**src/rtl/sha256_param_engine.sv**
```systemverilog
// Memory-mapped SHA-256 engine: reads a fixed-length message from word memory, pads it,
// hashes every 512-bit block and writes the eight digest words back to memory.
module sha256_param_engine #(
    parameter int NUM_OF_WORDS     = 20,
    parameter int ROUNDS_PER_CYCLE = 1,
    parameter int LENGTH_BITS      = NUM_OF_WORDS * 32,
    parameter int MIDSTATE_EN      = 0
) (
    input  logic         clk,
    input  logic         reset_n,
    input  logic         start,
    input  logic         use_midstate,
    input  logic [255:0] h_in,
    input  logic [15:0]  message_addr,
    input  logic [15:0]  output_addr,
    output logic         busy,
    output logic         done,
    output logic         mem_clk,
    output logic         mem_we,
    output logic [15:0]  mem_addr,
    output logic [31:0]  mem_write_data,
    input  logic [31:0]  mem_read_data
);
    localparam int NUM_BLOCKS = (NUM_OF_WORDS + 2) / 16 + 1;
    localparam int BLK_W      = $clog2(NUM_BLOCKS + 1);
    localparam int R          = ROUNDS_PER_CYCLE;
    localparam logic [5:0]  LAST_ROUND = 6'(64 - R);
    localparam logic [31:0] PAD_LEN    = 32'(LENGTH_BITS);

    localparam logic [31:0] K [64] = '{
        32'h428a2f98, 32'h71374491, 32'hb5c0fbcf, 32'he9b5dba5, 32'h3956c25b, 32'h59f111f1, 32'h923f82a4, 32'hab1c5ed5,
        32'hd807aa98, 32'h12835b01, 32'h243185be, 32'h550c7dc3, 32'h72be5d74, 32'h80deb1fe, 32'h9bdc06a7, 32'hc19bf174,
        32'he49b69c1, 32'hefbe4786, 32'h0fc19dc6, 32'h240ca1cc, 32'h2de92c6f, 32'h4a7484aa, 32'h5cb0a9dc, 32'h76f988da,
        32'h983e5152, 32'ha831c66d, 32'hb00327c8, 32'hbf597fc7, 32'hc6e00bf3, 32'hd5a79147, 32'h06ca6351, 32'h14292967,
        32'h27b70a85, 32'h2e1b2138, 32'h4d2c6dfc, 32'h53380d13, 32'h650a7354, 32'h766a0abb, 32'h81c2c92e, 32'h92722c85,
        32'ha2bfe8a1, 32'ha81a664b, 32'hc24b8b70, 32'hc76c51a3, 32'hd192e819, 32'hd6990624, 32'hf40e3585, 32'h106aa070,
        32'h19a4c116, 32'h1e376c08, 32'h2748774c, 32'h34b0bcb5, 32'h391c0cb3, 32'h4ed8aa4a, 32'h5b9cca4f, 32'h682e6ff3,
        32'h748f82ee, 32'h78a5636f, 32'h84c87814, 32'h8cc70208, 32'h90befffa, 32'ha4506ceb, 32'hbef9a3f7, 32'hc67178f2
    };
    localparam logic [31:0] IV [8] = '{
        32'h6a09e667, 32'hbb67ae85, 32'h3c6ef372, 32'ha54ff53a,
        32'h510e527f, 32'h9b05688c, 32'h1f83d9ab, 32'h5be0cd19
    };

    typedef enum logic [2:0] {IDLE, READ, PAD, COMPUTE, UPDATE, WRITE, DONE} state_t;

    function automatic logic [31:0] rotr(input logic [31:0] x, input int n);
        return (x >> n) | (x << (32 - n));
    endfunction

    // Real message words held by block b; zero for trailing padding-only blocks.
    function automatic logic [4:0] words_in_block(input logic [BLK_W-1:0] b);
        int left;
        left = NUM_OF_WORDS - 16 * int'(b);
        if (left >= 16)
            return 5'd16;
        else if (left <= 0)
            return 5'd0;
        else
            return 5'(left);
    endfunction

    state_t             state;
    logic [BLK_W-1:0]   blk;
    logic [4:0]         rd_cnt;
    logic [5:0]         rnd;
    logic [2:0]         wr_idx;
    logic [15:0]        blk_addr;
    logic [15:0]        out_base;
    logic [31:0]        hs [8];
    logic [31:0]        v [8];
    logic [31:0]        w [16];

    logic [4:0]         n_cur;
    logic               last_blk;
    logic [31:0]        w_next [16];
    logic [31:0]        v_next [8];
    logic [31:0]        h_sum [8];

    assign mem_clk  = clk;
    assign n_cur    = words_in_block(blk);
    assign last_blk = (blk == BLK_W'(NUM_BLOCKS - 1));

    always_comb begin
        logic [31:0] t1;
        logic [31:0] t2;
        logic [31:0] nw;
        // NOTE: every comb output gets a default before any conditional use, so no latch can form.
        w_next = w;
        v_next = v;
        t1     = '0;
        t2     = '0;
        nw     = '0;
        // NOTE: blocking assignments let R unrolled rounds chain inside one cycle.
        for (int r = 0; r < R; r++) begin
            t1 = v_next[7] + (rotr(v_next[4], 6) ^ rotr(v_next[4], 11) ^ rotr(v_next[4], 25))
               + ((v_next[4] & v_next[5]) ^ (~v_next[4] & v_next[6])) + K[rnd + 6'(r)] + w_next[0];
            t2 = (rotr(v_next[0], 2) ^ rotr(v_next[0], 13) ^ rotr(v_next[0], 22))
               + ((v_next[0] & v_next[1]) ^ (v_next[0] & v_next[2]) ^ (v_next[1] & v_next[2]));
            nw = (rotr(w_next[14], 17) ^ rotr(w_next[14], 19) ^ (w_next[14] >> 10)) + w_next[9]
               + (rotr(w_next[1], 7) ^ rotr(w_next[1], 18) ^ (w_next[1] >> 3)) + w_next[0];
            v_next[7] = v_next[6];
            v_next[6] = v_next[5];
            v_next[5] = v_next[4];
            v_next[4] = v_next[3] + t1;
            v_next[3] = v_next[2];
            v_next[2] = v_next[1];
            v_next[1] = v_next[0];
            v_next[0] = t1 + t2;
            for (int i = 0; i < 15; i++)
                w_next[i] = w_next[i + 1];
            w_next[15] = nw;
        end
        for (int i = 0; i < 8; i++)
            h_sum[i] = hs[i] + v[i];
    end

    // NOTE: datapath registers carry no reset; the FSM always loads them before they are used.
    always_ff @(posedge clk) begin
        case (state)
            IDLE: if (start) begin
                for (int i = 0; i < 8; i++)
                    hs[i] <= (MIDSTATE_EN != 0 && use_midstate) ? h_in[255 - 32 * i -: 32] : IV[i];
            end
            READ: if (rd_cnt != 5'd0) w[4'(rd_cnt - 5'd1)] <= mem_read_data;
            PAD: begin
                for (int i = 0; i < 16; i++) begin
                    if (5'(i) >= n_cur) begin
                        if (int'(blk) * 16 + i == NUM_OF_WORDS)
                            w[i] <= 32'h80000000;
                        else if (last_blk && i == 15)
                            w[i] <= PAD_LEN;
                        else
                            w[i] <= 32'h0;
                    end
                end
                v <= hs;
            end
            COMPUTE: begin
                w <= w_next;
                v <= v_next;
            end
            UPDATE: hs <= h_sum;
            default: ;
        endcase
    end

    always_ff @(posedge clk) begin
        if (!reset_n) begin
            state          <= IDLE;
            busy           <= 1'b0;
            done           <= 1'b0;
            mem_we         <= 1'b0;
            mem_addr       <= 16'h0;
            mem_write_data <= 32'h0;
            blk            <= '0;
            rd_cnt         <= '0;
            rnd            <= '0;
            wr_idx         <= '0;
            blk_addr       <= '0;
            out_base       <= '0;
        end else begin
            done <= 1'b0;
            case (state)
                IDLE: if (start) begin
                    busy     <= 1'b1;
                    blk      <= '0;
                    rd_cnt   <= '0;
                    blk_addr <= message_addr;
                    out_base <= output_addr;
                    if (words_in_block(BLK_W'(0)) != 5'd0)
                        mem_addr <= message_addr;
                    state    <= READ;
                end
                READ: begin
                    if (rd_cnt == n_cur) begin
                        state <= PAD;
                    end else begin
                        rd_cnt <= rd_cnt + 5'd1;
                        if (rd_cnt + 5'd1 < n_cur)
                            mem_addr <= mem_addr + 16'd1;
                    end
                end
                PAD: begin
                    rnd   <= '0;
                    state <= COMPUTE;
                end
                COMPUTE: begin
                    if (rnd == LAST_ROUND)
                        state <= UPDATE;
                    else
                        rnd <= rnd + 6'(R);
                end
                UPDATE: begin
                    if (last_blk) begin
                        mem_we         <= 1'b1;
                        mem_addr       <= out_base;
                        mem_write_data <= h_sum[0];
                        wr_idx         <= '0;
                        state          <= WRITE;
                    end else begin
                        blk      <= blk + BLK_W'(1);
                        rd_cnt   <= '0;
                        blk_addr <= blk_addr + 16'd16;
                        if (words_in_block(blk + BLK_W'(1)) != 5'd0)
                            mem_addr <= blk_addr + 16'd16;
                        state    <= READ;
                    end
                end
                WRITE: begin
                    if (wr_idx == 3'd7) begin
                        mem_we <= 1'b0;
                        busy   <= 1'b0;
                        done   <= 1'b1;
                        state  <= DONE;
                    end else begin
                        wr_idx         <= wr_idx + 3'd1;
                        mem_addr       <= mem_addr + 16'd1;
                        mem_write_data <= hs[wr_idx + 3'd1];
                    end
                end
                DONE: state <= IDLE;
                default: state <= IDLE;
            endcase
        end
    end
endmodule

```
**config.mk**
```make
export PLATFORM = sky130hd
export DESIGN_NAME = sha256_param_engine
export DESIGN_NICKNAME = d
export VERILOG_FILES = /design/src/rtl/sha256_param_engine.sv
export SDC_FILE = /design/constraint.sdc
export NUM_CORES = 2
export LEC_CHECK = 0
export ABC_CLOCK_PERIOD_IN_PS = 12030
export CAP_MARGIN = 5
export CORE_MARGIN = 10
export CORE_UTILIZATION = 25
export CTS_BUF_LIST = sky130_fd_sc_hd__clkbuf_4 sky130_fd_sc_hd__clkbuf_8 sky130_fd_sc_hd__clkbuf_16
export CTS_CLUSTER_DIAMETER = 80
export DETAILED_ROUTE_END_ITERATION = 7
export DONT_BUFFER_PORTS = 1
export SLEW_MARGIN = 20
export SYNTH_ARGS = -nofsm -noshare
export SYNTH_HDL_FRONTEND = slang
export SYNTH_SLANG_ARGS = --single-unit
```
**constraint.sdc**
```tcl
create_clock -name clk -period 12.03 [get_ports clk]
set_clock_uncertainty 0.1 [all_clocks]
set_input_delay 0.6015 -clock clk [delete_from_list [all_inputs] [get_ports clk]]
set_output_delay 0.6015 -clock clk [all_outputs]
set_load 0.01 [all_outputs]
```
# Yosys cells after proc, flatten, opt, wreduce, memory -nomap -nowiden
# Memory sizes are Yosys's and may differ from the RTL's.
# Index checks and enable logic that the tools add are counted.
classes:
  n_addsub: 42
  n_lt_le_gt_ge: 25
  eq_ne: 52
  n_mux: 88
  n_bitwise: 30
  n_reduce_logical: 38
ops:
  columns: ["op", "count"]
  rows:
  - ["$pmux W512 S3", 1]
  - ["$mux W32", 38]
  - ["$pmux W256 S2", 2]
  - ["$add A32 B32 Y32", 18]
  - ["$bwmux W512", 1]
  - ["$mux W512", 1]
  - ["$xor A32 B32 Y32", 9]
  - ["$mux W256", 1]
  - ["$and A32 B32 Y32", 5]
  - ["$demux W32 S4", 1]
  - ["$mux W16", 7]
  - ["$eq A7 B5 Y1 const B", 15]
  - ["$bmux W32 S3", 1]
  - ["$pmux W16 S4", 1]
  - ["$pmux W32 S2", 1]
  - ["$reduce_and A3 Y1", 20]
  - ["$add A6 B4 Y7 const B", 8]
  - ["$ne A2 B2 Y1 const B", 27]
  - ["$mux W5", 10]
  - ["$ge A4 B5 Y1 const A", 8]
  - ["$not A32 Y32", 1]
  - ["$or A10 B32 Y32", 1]
  - ["$or A13 B32 Y32", 1]
  - ["$or A14 B32 Y32", 1]
  - ["other kinds (61)", 96]
word_totals:
  register_bits: 1126
  mem_bits_ro: 2048
  inputBits: 324
  out_inout_bits: 52
  wordCells: 320
  memories: 1
mem_list:
  columns: ["name", "depth", "word_bits", "rd", "rd_ports_with_merged_regs", "write_ports", "line_no", "source"]
  rows:
  - ["(no name shown)", 64, 32, 1, 0, 0, "97", "+ ((v_next[4] & v_next[5]) ^ (~v_next[4] & v_next[6])) + K[rnd + 6'(r)] + w_next[0];"]

# Depth between registers and ports, before layout
depth:
  depth_word: 12
  depth_mapped: 41
  ltp_nobuf: 38

==> results.txt <==
The flow ran to the end, and the final reports show no timing, DRC or antenna violations. STA classifies the critical path endpoint as a flop. The number of global-route vias before repair is ~55k. The unique cell type count in the Yosys netlist is 95. The floorplan has around 200 rows. The transition time at the pin with the least slew margin is around 1.2 ns. The netlist area before placement came out at about 0.076 sq mm. The area of all sequential standard cells is ~0.033 sq mm. The library cells used most frequently in the layout, excluding fill and tap cells, are 1525 x sky130_fd_sc_hd__nand2_1, 1024 x sky130_fd_sc_hd__edfxtp_1, 764 x sky130_fd_sc_hd__o21ai_0.

Entering global routing, the biggest net connects around 230 pins. The share of the Yosys chip area taken by registers is between 40% and 50%. The count of TritonRoute iterations in the first routing pass is 6. The boundary pin count came out at between 300 and 400. The number of fill cells is between 30k and 40k. The most critical setup path has its startpoint at rnd[2]$_SDFFE_PN0P_. The endpoint of the worst setup timing path is v[127]$_DFFE_PN_.

The shortest clock period the worst path allows after layout is 10.26 ns. The number of hold violations in the final report came out at 0. After clock tree synthesis, the clock-pin slew on the worst setup and hold paths is ~0.060 ns. The wire-length estimate of the detail-placed layout is about 180000 um. The global placement routability congestion is 0.943. The instance count of the mapped netlist is about 7.9k.

The cell with the largest stage delay on the worst path is sky130_fd_sc_hd__o21ai_0. The startpoint identified for the worst register-to-register timing path is rnd[2]$_SDFFE_PN0P_. Across every metal layer, demand over resource in global routing totals 15.2%. The initial core utilization came out at 25.2%. Counting flops with a built-in enable in the synthesized netlist gives ~1.0k. STA puts the critical path data required time at 12.45 ns. The first global-routing pass estimated 378000 um of wire. The number of buffers inserted to repair setup after CTS is 0. The maximum single-stage delay on the critical path came out at about 0.8 ns. From synthesis to final layout, the design area changed by 12.3%. The routed design has about 260000 um of wire.

The die footprint came out at between 0.3 and 0.4 sq mm. The total count of max-transition violations in the final report came to 0. The arrival time of the worst setup path came out at 10.68 ns. The clock sink count is 1126.

The top cell family by delay on the critical path is compound AO/OA/AOI/OAI gates. The number of buffer cells added on primary ports is 0. The clock reaches the later pin of the worst-skew pair after slightly above 0.8 ns. CTS placed an instance of sky130_fd_sc_hd__clkbuf_16 at the clock tree root. The total negative slack for setup checks is 0 ns.

Measured in cells, the most critical reg-to-reg path has a length of 34. The remaining global-route overflow is 0. The height of the chip came out at 570 um. The setup path with the least slack is of type reg -> reg. The H-tree level count came out at 4.

The critical path buffer and inverter count came out at 4. The post-layout net count is 8630. The via total after detailed routing is between 50k and 60k. The number of DRC violations after detailed-routing iteration 0 came out at ~7k. In this run the standard cell core region covers between 0.3 and 0.4 sq mm. The share of synthesized flip-flops with an asynchronous set or reset is 0%.

The count of nets left with antenna violations once routing finished came out at 0. The number of warnings reported in the yosys synthesis log is 0. In the final layout, the share of cells above drive strength 1 is ~6.4%. The main flop type after synthesis is sky130_fd_sc_hd__edfxtp_1.

The DRC violations left is 0. The post-CTS resize count came out at 0. The path class of the tightest hold or removal check is in -> reg. Counting every net in the synthesized netlist gives ~8.8k. The initial antenna violation count came out at 8. The maximum operating frequency came out at around 100 MHz. The library cell used most frequently in the layout, excluding fill and tap cells, is sky130_fd_sc_hd__nand2_1. The worst hold slack after final layout came out at approximately 0.034 ns.

The cell that appears most often on the critical path is sky130_fd_sc_hd__a21oi_1. The number of cells on the critical path came out at 34. The final worst-path cycle share came out at 85.3%. The max-cap violation count is 0. Setup repair after global routing left no endpoint under its margin.

The setup slack after placement is roughly 2.0 ns. The final number of setup-violating endpoints came out at 0. The buffer levels on the longest clock path came out at 4. The register-to-register path setup slack came out at ~1.8 ns. Measured against its own limit, the worst slew margin works out to between 20 and 25%.

The mean area per synthesized cell is between 9 and 10 sq um. STA classifies the critical path startpoint as a flop. The average wire per standard cell came out at around 22 um. The end of the worst register-to-register path is v[127]$_DFFE_PN_.

The TritonCTS clock tree is built. The setup slack of the critical path after layout is 1.77 ns. Dividing the detail-routed via count by the number of cells gives about 5.0. The die outline width came out at roughly 570 um. The footprint of the multi-input gates is slightly below 0.04 sq mm. In this run, synthesis produced a sequential element count of around 1.1k. Of all nets on the critical path, the largest fanout is 47. The number of buffers inserted during clock tree synthesis came out at 140.
synth_stat cells (38+ instances only):
cell                       count  area share (%)
sky130_fd_sc_hd__mux4_2       68             2.0
sky130_fd_sc_hd__o21ai_0     764             5.1
sky130_fd_sc_hd__a21oi_1     419             2.8
sky130_fd_sc_hd__o22ai_1      65            0.54
sky130_fd_sc_hd__edfxtp_1   1024              41
sky130_fd_sc_hd__a21o_1      191             1.9
sky130_fd_sc_hd__mux2_2       38            0.57
sky130_fd_sc_hd__clkbuf_1    397             2.0
sky130_fd_sc_hd__and3_1       57            0.47
sky130_fd_sc_hd__xnor2_1     344             4.0
sky130_fd_sc_hd__o21ai_1      79            0.52
sky130_fd_sc_hd__nand2_1    1538             7.6
sky130_fd_sc_hd__nand3_1      93            0.62
sky130_fd_sc_hd__and2_1       49            0.41
sky130_fd_sc_hd__fa_1        195             5.2
sky130_fd_sc_hd__inv_1       465             2.3
sky130_fd_sc_hd__xor2_1      250             2.9
sky130_fd_sc_hd__nor2_1      337             1.7
sky130_fd_sc_hd__nor3_1       75            0.50
sky130_fd_sc_hd__ha_1        412             6.8
sky130_fd_sc_hd__nand2b_1     70            0.58
sky130_fd_sc_hd__a211oi_1     61            0.61
sky130_fd_sc_hd__buf_1        45            0.22
sky130_fd_sc_hd__dfxtp_1     102             2.7
sky130_fd_sc_hd__nor2b_1      80            0.66
sky130_fd_sc_hd__o21bai_1     39            0.39
sky130_fd_sc_hd__a31oi_1      62            0.51
sky130_fd_sc_hd__o21a_1       51            0.51
cells by family after synthesis:
family	after synthesis	share of synthesized area [%]
flops	1126	43.4
mux	138	3.01
xor+xnor	594	6.88
compound gates	2036	16.3
fa+ha+maj	622	12.2
simple gates	2425	13.7
buf+inv	914	4.55
worst register-to-register path, delay by kind of cell, from the launching register on:
kind	cells	cell delay, ns
AND/OR/NAND/NOR	5	0.80
buffers and inverters	4	1.30
AO/OA/AOI/OAI	17	4.53
XOR/XNOR	3	0.71
adder cells (fa/ha/maj)	5	2.23
flip-flops	1	0.31
per-layer routing:
metal,track usage [%],wire length (um),up-vias
li1,-,-,27400
met1,20.6,111000,29100
met2,23.9,117000,2385
met3,2.34,18400,405
met4,6.46,11800,0
met5,0,0,-
worst min-delay path by stage:
stage | slack, ns | from | end | cells past startpoint
2_1_floorplan | 0.34 | out_base[2]$_SDFFE_PN0P_ | out_base[2]$_SDFFE_PN0P_ | 2
3_3_place_gp | 0.35 | blk_addr[0]$_SDFFE_PN0P_ | blk_addr[0]$_SDFFE_PN0P_ | 2
3_5_place_dp | 0.36 | blk_addr[1]$_SDFFE_PN0P_ | blk_addr[1]$_SDFFE_PN0P_ | 2
4_1_cts | 0.0003 | message_addr[15] | blk_addr[15]$_SDFFE_PN0P_ | 4
5_1_grt | 0.05 | message_addr[6] | mem_addr[6]$_SDFFE_PN0P_ | 3
6_report | 0.03 | message_addr[6] | mem_addr[6]$_SDFFE_PN0P_ | 3
layout make-up:
class                           instances  share of cell area [%]
Timing Repair Buffer                  147                    1.52
Clock inverter                         54                   0.530
Sequential cell                      1126                    38.6
Multi-Input combinational cell       5815                    46.7
Tap cell                             3958                    5.83
Clock buffer                          183                    4.66
Antenna cell                           10                  0.0295
Inverter                              469                    2.08
stage by stage:
stage	std cells	utilization (%)	area, sq um
after floorplan	7855	-	75600
after global placement	11500	26.6	79900
after detailed placement	11500	26.6	79900
after CTS	11800	28.2	84900
after global routing	11800	28.3	84900
final	11800	28.3	84900
what timing repair did:
action | 4_1_cts | 5_1_grt
hold buffers | 53 | 0
endpoints found under the hold margin | 90 | 0
setup endpoints to repair | 0 | 0
Power is left out: the tool's default activity adds up to more than one toggle a clock period on the data nets, which glitch-free logic cannot reach.
